### src/rtl/cpu_pkg.sv
// Shared types for the memory access unit and its lane formatter.
package cpu_pkg;

  typedef enum logic [1:0] {
    IDLE   = 2'd0,
    REQ    = 2'd1,
    WAIT_R = 2'd2
  } mau_state_e;

  localparam logic [3:0] MEM_BE_WORD = 4'b1111;

endpackage

### src/rtl/mem_lane_fmt.sv
// Byte-lane formatting: store replication, lane strobes and load byte extraction.
module mem_lane_fmt
  import cpu_pkg::*;
(
  input  logic        byte_i,
  input  logic [1:0]  lane_i,
  input  logic [31:0] wdata_i,
  input  logic [31:0] rdata_i,
  output logic [3:0]  be_o,
  output logic [31:0] wdata_o,
  output logic [31:0] rdata_o
);

  // Select word pass-through or single-byte lane handling
  always_comb begin
    be_o    = MEM_BE_WORD;
    wdata_o = wdata_i;
    rdata_o = rdata_i;
    if (byte_i) begin
      be_o    = 4'b0001 << lane_i;
      wdata_o = {4{wdata_i[7:0]}};
      rdata_o = {24'h000000, rdata_i[{lane_i, 3'b000} +: 8]};
    end else begin
      be_o    = MEM_BE_WORD;
      wdata_o = wdata_i;
      rdata_o = rdata_i;
    end
  end

endmodule

### src/rtl/mem_access_unit.sv
// Load/store unit: request/ready/rvalid handshake to a multi-cycle data RAM,
// alignment check, timeout, pipeline stall and registered load write-back.
module mem_access_unit
  import cpu_pkg::*;
#(
  parameter int ADDR_W      = 13,
  parameter int DATA_W      = 32,
  parameter int REG_AW      = 4,
  parameter int TIMEOUT_CYC = 64
) (
  input  logic              clk,
  input  logic              rst_n,
  input  logic              req_valid,
  input  logic              req_we,
  input  logic              req_byte,
  input  logic [ADDR_W-1:0] req_addr,
  input  logic [DATA_W-1:0] req_wdata,
  input  logic [REG_AW-1:0] req_rt,
  input  logic              flush,
  output logic              stall,
  output logic              mem_req,
  output logic              mem_we,
  output logic [ADDR_W-3:0] mem_addr,
  output logic [3:0]        mem_be,
  output logic [DATA_W-1:0] mem_wdata,
  input  logic              mem_ready,
  input  logic              mem_rvalid,
  input  logic [DATA_W-1:0] mem_rdata,
  output logic              wb_en,
  output logic [REG_AW-1:0] wb_addr,
  output logic [DATA_W-1:0] wb_data,
  output logic              done,
  output logic              err
);

  localparam int                CNT_W   = $clog2(TIMEOUT_CYC);
  localparam logic [CNT_W-1:0]  CNT_MAX = CNT_W'(TIMEOUT_CYC - 1);

  mau_state_e        state_q;
  logic [CNT_W-1:0]  cnt_q;
  logic              we_q;
  logic              byte_q;
  logic [1:0]        lane_q;
  logic [REG_AW-1:0] rt_q;
  logic              sup_q;
  logic              mem_req_q;
  logic              mem_we_q;
  logic [ADDR_W-3:0] mem_addr_q;
  logic [3:0]        mem_be_q;
  logic [DATA_W-1:0] mem_wdata_q;
  logic              wb_en_q;
  logic [REG_AW-1:0] wb_addr_q;
  logic [DATA_W-1:0] wb_data_q;
  logic              done_q;
  logic              err_q;

  logic              fmt_byte_s;
  logic [1:0]        fmt_lane_s;
  logic [3:0]        fmt_be_s;
  logic [DATA_W-1:0] fmt_wdata_s;
  logic [DATA_W-1:0] fmt_rdata_s;

  // In IDLE the formatter sees the incoming request; afterwards the latched access
  assign fmt_byte_s = (state_q == IDLE) ? req_byte      : byte_q;
  assign fmt_lane_s = (state_q == IDLE) ? req_addr[1:0] : lane_q;

  mem_lane_fmt u_lane_fmt (
    .byte_i  (fmt_byte_s),
    .lane_i  (fmt_lane_s),
    .wdata_i (req_wdata),
    .rdata_i (mem_rdata),
    .be_o    (fmt_be_s),
    .wdata_o (fmt_wdata_s),
    .rdata_o (fmt_rdata_s)
  );

  assign stall = (state_q != IDLE) | ((state_q == IDLE) & req_valid & ~flush);

  // Access FSM with registered memory-side and write-back outputs
  always_ff @(posedge clk or negedge rst_n) begin
    if (!rst_n) begin
      state_q     <= IDLE;
      cnt_q       <= '0;
      we_q        <= 1'b0;
      byte_q      <= 1'b0;
      lane_q      <= 2'b00;
      rt_q        <= '0;
      sup_q       <= 1'b0;
      mem_req_q   <= 1'b0;
      mem_we_q    <= 1'b0;
      mem_addr_q  <= '0;
      mem_be_q    <= 4'b0000;
      mem_wdata_q <= '0;
      wb_en_q     <= 1'b0;
      wb_addr_q   <= '0;
      wb_data_q   <= '0;
      done_q      <= 1'b0;
      err_q       <= 1'b0;
    end else begin
      wb_en_q <= 1'b0;
      done_q  <= 1'b0;
      err_q   <= 1'b0;
      case (state_q)
        IDLE: begin
          if (req_valid && !flush) begin
            we_q   <= req_we;
            byte_q <= req_byte;
            lane_q <= req_addr[1:0];
            rt_q   <= req_rt;
            sup_q  <= 1'b0;
            cnt_q  <= '0;
            if (!req_byte && (req_addr[1:0] != 2'b00)) begin
              err_q <= 1'b1;
            end else begin
              state_q     <= REQ;
              mem_req_q   <= 1'b1;
              mem_we_q    <= req_we;
              mem_addr_q  <= req_addr[ADDR_W-1:2];
              mem_be_q    <= fmt_be_s;
              mem_wdata_q <= fmt_wdata_s;
            end
          end
        end
        REQ: begin
          cnt_q <= cnt_q + CNT_W'(1);
          if (mem_ready) begin
            mem_req_q <= 1'b0;
            mem_we_q  <= 1'b0;
            if (we_q) begin
              state_q <= IDLE;
              done_q  <= 1'b1;
            end else begin
              state_q <= WAIT_R;
              sup_q   <= flush;
            end
          end else if (flush) begin
            mem_req_q <= 1'b0;
            mem_we_q  <= 1'b0;
            state_q   <= IDLE;
          end else if (cnt_q == CNT_MAX) begin
            mem_req_q <= 1'b0;
            mem_we_q  <= 1'b0;
            err_q     <= 1'b1;
            state_q   <= IDLE;
          end
        end
        WAIT_R: begin
          cnt_q <= cnt_q + CNT_W'(1);
          if (mem_rvalid) begin
            state_q <= IDLE;
            if (!(sup_q || flush)) begin
              wb_en_q   <= 1'b1;
              wb_addr_q <= rt_q;
              wb_data_q <= fmt_rdata_s;
              done_q    <= 1'b1;
            end
          end else begin
            if (flush) begin
              sup_q <= 1'b1;
            end
            if (cnt_q == CNT_MAX) begin
              err_q   <= 1'b1;
              state_q <= IDLE;
            end
          end
        end
        default: begin
          state_q   <= IDLE;
          mem_req_q <= 1'b0;
          mem_we_q  <= 1'b0;
        end
      endcase
    end
  end

  assign mem_req   = mem_req_q;
  assign mem_we    = mem_we_q;
  assign mem_addr  = mem_addr_q;
  assign mem_be    = mem_be_q;
  assign mem_wdata = mem_wdata_q;
  assign wb_en     = wb_en_q;
  assign wb_addr   = wb_addr_q;
  assign wb_data   = wb_data_q;
  assign done      = done_q;
  assign err       = err_q;

endmodule

### config.mk
export PLATFORM = sky130hd
export DESIGN_NAME = mem_access_unit
export DESIGN_NICKNAME = d
export VERILOG_FILES = /design/src/rtl/cpu_pkg.sv /design/src/rtl/mem_lane_fmt.sv /design/src/rtl/mem_access_unit.sv
export SDC_FILE = /design/constraint.sdc
export NUM_CORES = 1
export LEC_CHECK = 0
export ABC_AREA = 1
export BUFFER_PORTS_ARGS = -buffer_cell sky130_fd_sc_hd__buf_2
export CORE_ASPECT_RATIO = 2
export CORE_MARGIN = 5
export CORE_UTILIZATION = 35
export CTS_CLUSTER_DIAMETER = 60
export DETAILED_ROUTE_END_ITERATION = 7
export PLACE_DENSITY = 0.72
export SLEW_MARGIN = 10
export SYNTH_ARGS = -nofsm -noshare
export SYNTH_HDL_FRONTEND = slang
export SYNTH_SLANG_ARGS = --single-unit
export TNS_END_PERCENT = 50
### constraint.sdc
create_clock -name clk -period 2.34 [get_ports clk]
set_input_delay 0.234 -clock clk [delete_from_list [all_inputs] [get_ports clk]]
set_output_delay 0.234 -clock clk [all_outputs]
set_load 0.02 [all_outputs]
=== Yosys cells after proc, flatten, opt, wreduce, memory -nomap -nowiden ===
Index checks and enable logic that the tools add are counted.
W data, S select, Z words.

* Bitwise logic cells: 7
* Reductions and logical operators: 18
* Add/sub/neg operators: 1
* Shifts and indexed selects: 2
* Equality and inequality tests: 10
* Muxes and demuxes: 43

{| class="wikitable"
|+ Operators with widths
! operator !! count
|-
| $mux W32 || 2
|-
| $shiftx A32 B6 Y8 || 1
|-
| $mux W1 || 24
|-
| $mux W2 || 8
|-
| $pmux W1 S3 || 4
|-
| $pmux W6 S2 || 1
|-
| $ne A2 B2 Y1 const B || 5
|-
| $add A6 B1 Y6 const B || 1
|-
| $eq A6 B6 Y1 const B || 1
|-
| $mux W6 || 1
|-
| $pmux W2 S3 || 1
|-
| $reduce_and A2 Y1 || 3
|-
| $reduce_and A3 Y1 || 2
|-
| $reduce_and A6 Y1 || 1
|-
| $reduce_bool A2 Y1 || 3
|-
| $mux W4 || 1
|-
| $ne A4 B4 Y1 const B || 1
|-
| $not A1 Y1 || 4
|-
| $reduce_and A4 Y1 || 1
|-
| $shl A1 B2 Y4 const A || 1
|-
| $reduce_bool A3 Y1 || 1
|-
| $and A1 B1 Y1 || 2
|-
| $eq A2 B1 Y1 const B || 1
|-
| $eq A2 B2 Y1 const B || 1
|-
| 8 further kinds || 10
|}

* Output and inout bits: 89
* Input port bits: 89
* Register bits: 105

=== Longest topological paths before layout ===
* Depth after elaboration: 5
* Depth in mapped cells: 11
* Gate-level depth less buffers: 10

=== Modules after synthesis ===
From an unflattened synthesis, not the netlist that was laid out.

* Cell total of the unflattened synthesis: 586
* Area total of the unflattened synthesis: 5255.0 µm²

{| class="wikitable"
|+ By module, submodules not included
! module !! sequential area each (µm²) !! cells each !! instances !! area an instance (µm²)
|-
| mem_access_unit || 2627.5 || 401 || 1 || 4399.2
|-
| mem_lane_fmt || 0.0 || 185 || 1 || 855.8
|}

=== Worst setup path after synthesis ===
OpenSTA, ideal clock, no wires.

* Path type: reg2reg
* Start point: register state_q[1]
* End point: register mem_be_q[2], in the netlist mem_be[2]
* Period minus slack after synthesis: 1630 ps
* Arrival time: 1507 ps
* Required time: 2217 ps
* Setup time: 123 ps
* Setup slack: 710 ps
* Cell stages (with the launch flop): 9
* Path through: dfrtp_1 > inv_1 > ha_1 > buf_6 > o21ai_4 > inv_2 > buf_2 > a21oi_1 > o21ai_1

* Word-level cells in the longest chain between the ends: 4
* Elaborated cells on any way between the ends: 6
* Those cells by class: shift (1); mux (3); reduce/logical (2)

{| class="wikitable"
|+ Ends and longest elaborated chain
! what !! RTL line !! source
|-
| start, declared || mem_access_unit.sv:39 || <nowiki>mau_state_e state_q;</nowiki>
|-
| start signal, assigned || mem_access_unit.sv:82 || <nowiki>state_q <= IDLE;</nowiki>
|-
| start signal, assigned || mem_access_unit.sv:115 || <nowiki>state_q <= REQ;</nowiki>
|-
| start signal, assigned || mem_access_unit.sv:130 || <nowiki>state_q <= IDLE;</nowiki>
|-
| $logic_not A2 Y1 * || mem_access_unit.sv:64, mem_access_unit.sv:65, mem_access_unit.sv:103 ||
|-
| $mux W2 || mem_access_unit.sv:65 || <nowiki>assign fmt_lane_s = (state_q == IDLE) ? req_addr[1:0] : lane_q;</nowiki>
|-
| $shl A1 B2 Y4 || mem_lane_fmt.sv:20 || <nowiki>be_o = 4'b0001 << lane_i;</nowiki>
|-
| $mux W4 || mem_lane_fmt.sv:19 || <nowiki>if (byte_i) begin</nowiki>
|-
| end signal, assigned || mem_access_unit.sv:119 || <nowiki>mem_be_q <= fmt_be_s;</nowiki>
|-
| end, declared || mem_access_unit.sv:49 || <nowiki>logic [3:0] mem_be_q;</nowiki>
|}

Every way passes the cells marked *; elsewhere a longest branch is shown, timed or not.
A chain may end at the register's enable or synchronous reset.

=== Worst setup path after layout ===
* Start point: register state_q[1]
* End point: output port stall

* Word-level cells in the longest chain between the ends: 4
* Elaborated cells on any way between the ends: 5
* Those cells by class: bitwise (3); reduce/logical (2)

{| class="wikitable"
|+ Ends and longest elaborated chain
! what !! RTL line !! source
|-
| $logic_not A2 Y1 || mem_access_unit.sv:77 || <nowiki>assign stall = (state_q != IDLE) | ((state_q == IDLE) & req_valid & ~flush);</nowiki>
|-
| $and A1 B1 Y1 (2 in series) || mem_access_unit.sv:77 ||
|-
| $or A1 B1 Y1 * || mem_access_unit.sv:77 ||
|-
| end, declared || mem_access_unit.sv:20 || <nowiki>output logic stall,</nowiki>
|}

Marks and branches as above.

==> reports/qor.yml <==
critical_path:
  r2r_slack_ps: 410
  r2r_start: "state_q[1]$_DFFE_PN0P_"
  cp_max_fo: 9
  cp-start-kind: "register"
  cp-startpoint: "state_q[1]$_DFFE_PN0P_"
  worstSetupPathType: "reg -> out"
  crit_end: "stall"
  worstPathRequired_ps: 2110
  r2r-end: "wb_data[1]$_DFFE_PN0P_"
  r2r_cells: 10
  cp-end-kind: "output pin"
  arrival_ps: 1830
cells_and_area:
  fillers: 1359
  antenna_cells: 0
  stdcell_area_sq_um: 6093
  drive_gt1_frac: 0.3004
  syn2layout_area_growth_pct: 28.46
  nNetsFinal: 838
cts:
  cts_made_buffers: 9
  cts.reportedPaths.clkPinSlew_ps: 70
  clockBufferDepth: 2
  cts.sinks: 105
  cts_tree: "yes"
  clk_latency_ps: 350
  cts_root_buf: "clkbuf_16"
  cts_max_level: 3
route:
  via_count: 4438
  drtPass1Iterations: 5
  drt_wl_total_mm: 14.11
  drt_iter0_drc: 236
  dr.max_layer_used: "met4"
  wl_met1_mm: 5.002
  met2_length_mm: 7.632
  met3_length_um: 853
  ant_nets: 0
  wl_per_cell_um: 15.61
  drcViolationCount: 0
  viasPerCell: 4.909
logic_synthesis:
  synth-seq-area-share: 0.5539
  syn_nets: 661
  ys_seq_elements: 105
  syn_avg_cell_area_sq_um: 8.366
  yosys.area.top_type: "dfrtp_1"
  synth_area_leaders: "dfrtp_1 55%, nand2_1 15%, nand3_1 7.2%"
  synth_top_area_share: 0.5539
  syn_inst: 567
  synthDistinctLibCells: 28
  synth_area_sq_um: 4743
  ys_warn_count: 0
die:
  start_util: 0.3550
  die_h_um: 174.6
  coreArea_sq_um: 13360
  die_x_um: 92.32
  core.rowCount: 60
  pin_count: 178
  die_area_sq_um: 16120
place:
  io_buffers: 177
  gp_congestion: 0.9439
  dpl.hpwl_mm: 10.89
  placed_area_sq_um: 5797
global_route:
  grt_pass1_wl_mm: 22.85
  grt_max_degree: 63
  gr-total-overflow: 0
  first_global_vias: 4535
  grt_antenna_before_repair: 0
  grt_usage: 0.1800
sta:
  relSlewSlack: 0.3642
  post-route-period-util: 0.8832
  min_period_ps: 2067
  setup_viol: 0
  max_freq_mhz: 483.8
  hold_viol: 0
  worst_pin_slew_ps: 952.7
  slew_viol_final: 0
  fin_skew_ps: 11.62
  finalSetupTns_ps: 0
  rsz0062_at_grt: "no"
outcome:
  outcome: "completed"
power:
  vdd_ir_drop_max_uv: 605.9
  power_density_nw_per_um2: 1426
  leakagePower_nw: 3.318
min_path:
  hold_class: "in -> reg"
job:
  cap_violations: 0
layout make-up:
| cell class | count | area, sq um | area share |
|---|---|---|---|
| Clock buffer | 10 | 229.0 | 0.03758 |
| Clock inverter | 6 | 57.56 | 0.009446 |
| Inverter | 31 | 121.4 | 0.01992 |
| Multi-Input combinational cell | 407 | 1851 | 0.3037 |
| Sequential cell | 105 | 2628 | 0.4312 |
| Tap cell | 155 | 193.9 | 0.03183 |
| Timing Repair Buffer | 190 | 1013 | 0.1663 |
worst max-delay path, stage by stage, from the launching register on:
cell and delay (ps):
dfrtp_1 440, inv_1 110, ha_1 180, buf_4 190, inv_4 70, nor2_1 220, inv_1 110, buf_2 170
layout by cell type, fill, tap and decap left out:
cell and n:
nor2_2 2, inv_8 2, inv_4 2, nand3_1 68
nand2_1 194, buf_12 2, nand2_4 1, o21ai_4 1
clkbuf_1 1, inv_2 2, clkinv_4 1, buf_2 176
o22ai_1 1, clkbuf_16 9, a21oi_2 5, o21ai_1 2
inv_1 27, o21bai_1 1, xnor2_1 1, o21a_1 1
o31ai_1 1, dfrtp_1 105, a31oi_1 1, dlygate4sd3_1 1
o21ai_0 23, buf_4 11, nor2_1 39, ha_1 5
a21oi_1 49, inv_6 3, or2_2 2, nand4_1 4
nand2_2 6
per-stage QoR:
stage                     instances  hold slack [ps]  utilization  total power, mW  setup slack, ps
after floorplan                 567           -61.59            -            5.817            709.9
final                           904            77.72       0.4560            8.691            273.2
after global placement          887            133.7       0.4338            7.246            495.4
after global routing            904            84.36       0.4560            9.361            165.3
after detailed placement        887            134.9       0.4338            7.310            440.9
after CTS                       904            66.31       0.4560            8.802            252.7
power by group:
| group | switching, mW | internal, mW |
|---|---|---|
| sequential | 0.482 | 2.66 |
| combinational | 2.78 | 1.31 |
| clock | 0.709 | 0.751 |
worst min path at each step:
stage,startpoint,to,slack (ps),cells after the start
global route,req_addr[8],mem_addr[6]$_DFFE_PN0P_,80,3
detailed placement,rst_n,mem_addr[3]$_DFFE_PN0P_,130,1
finish,req_addr[9],mem_addr[7]$_DFFE_PN0P_,80,3
global placement,rst_n,mem_addr[3]$_DFFE_PN0P_,130,1
floorplan,rst_n,byte_q$_DFFE_PN0P_,-60,0
CTS,req_addr[9],mem_addr[7]$_DFFE_PN0P_,70,3
cell usage after synthesis (all sizes together):
library cell and count:
xnor2 1, o21bai 1, o22ai 1, dfrtp 105, or2 2, ha 5, inv 31, nand2 201
nand4 4, nor2 41, o21a 1, o21ai 26, a31oi 1, clkbuf 6, o31ai 1, nand3 68
buf 18, a21oi 54
cell families (layout without fill, tap and decap cells):
kind of cell	Yosys count	in the layout	share of synthesized area
simple gates	316	316	0.2770
flops	105	105	0.5539
buf+inv	55	237	0.05592
compound gates	85	85	0.09813
xor+xnor	1	1	0.001847
fa+ha+maj	5	5	0.01319
sequential cells by signal, summed over array words and instances, names as in the netlist:
name,cells
mem_addr,11
cnt_q,6
mem_we,1
mem_req,1
err,1
we_q,1
lane_q,2
byte_q,1
mem_be,4
state_q,2
rt_q,4
wb_data,32
mem_wdata,32
wb_addr,4
wb_en,1
done,1
sup_q,1
per-layer routing:
metal / vias to the layer above / global-route usage
li1: 2193 / -
met1: 2037 / 0.1878
met2: 174 / 0.3301
met3: 34 / 0.03662
met4: 0 / 0.09677
met5: - / 0
timing repair:
item / in CTS / in global routing
endpoints found under the hold margin: 19 / 0
resized for setup: 0 / 0
setup buffers: 0 / 0
hold buffers: 1 / 0
Power figures use the tool's default switching activity.
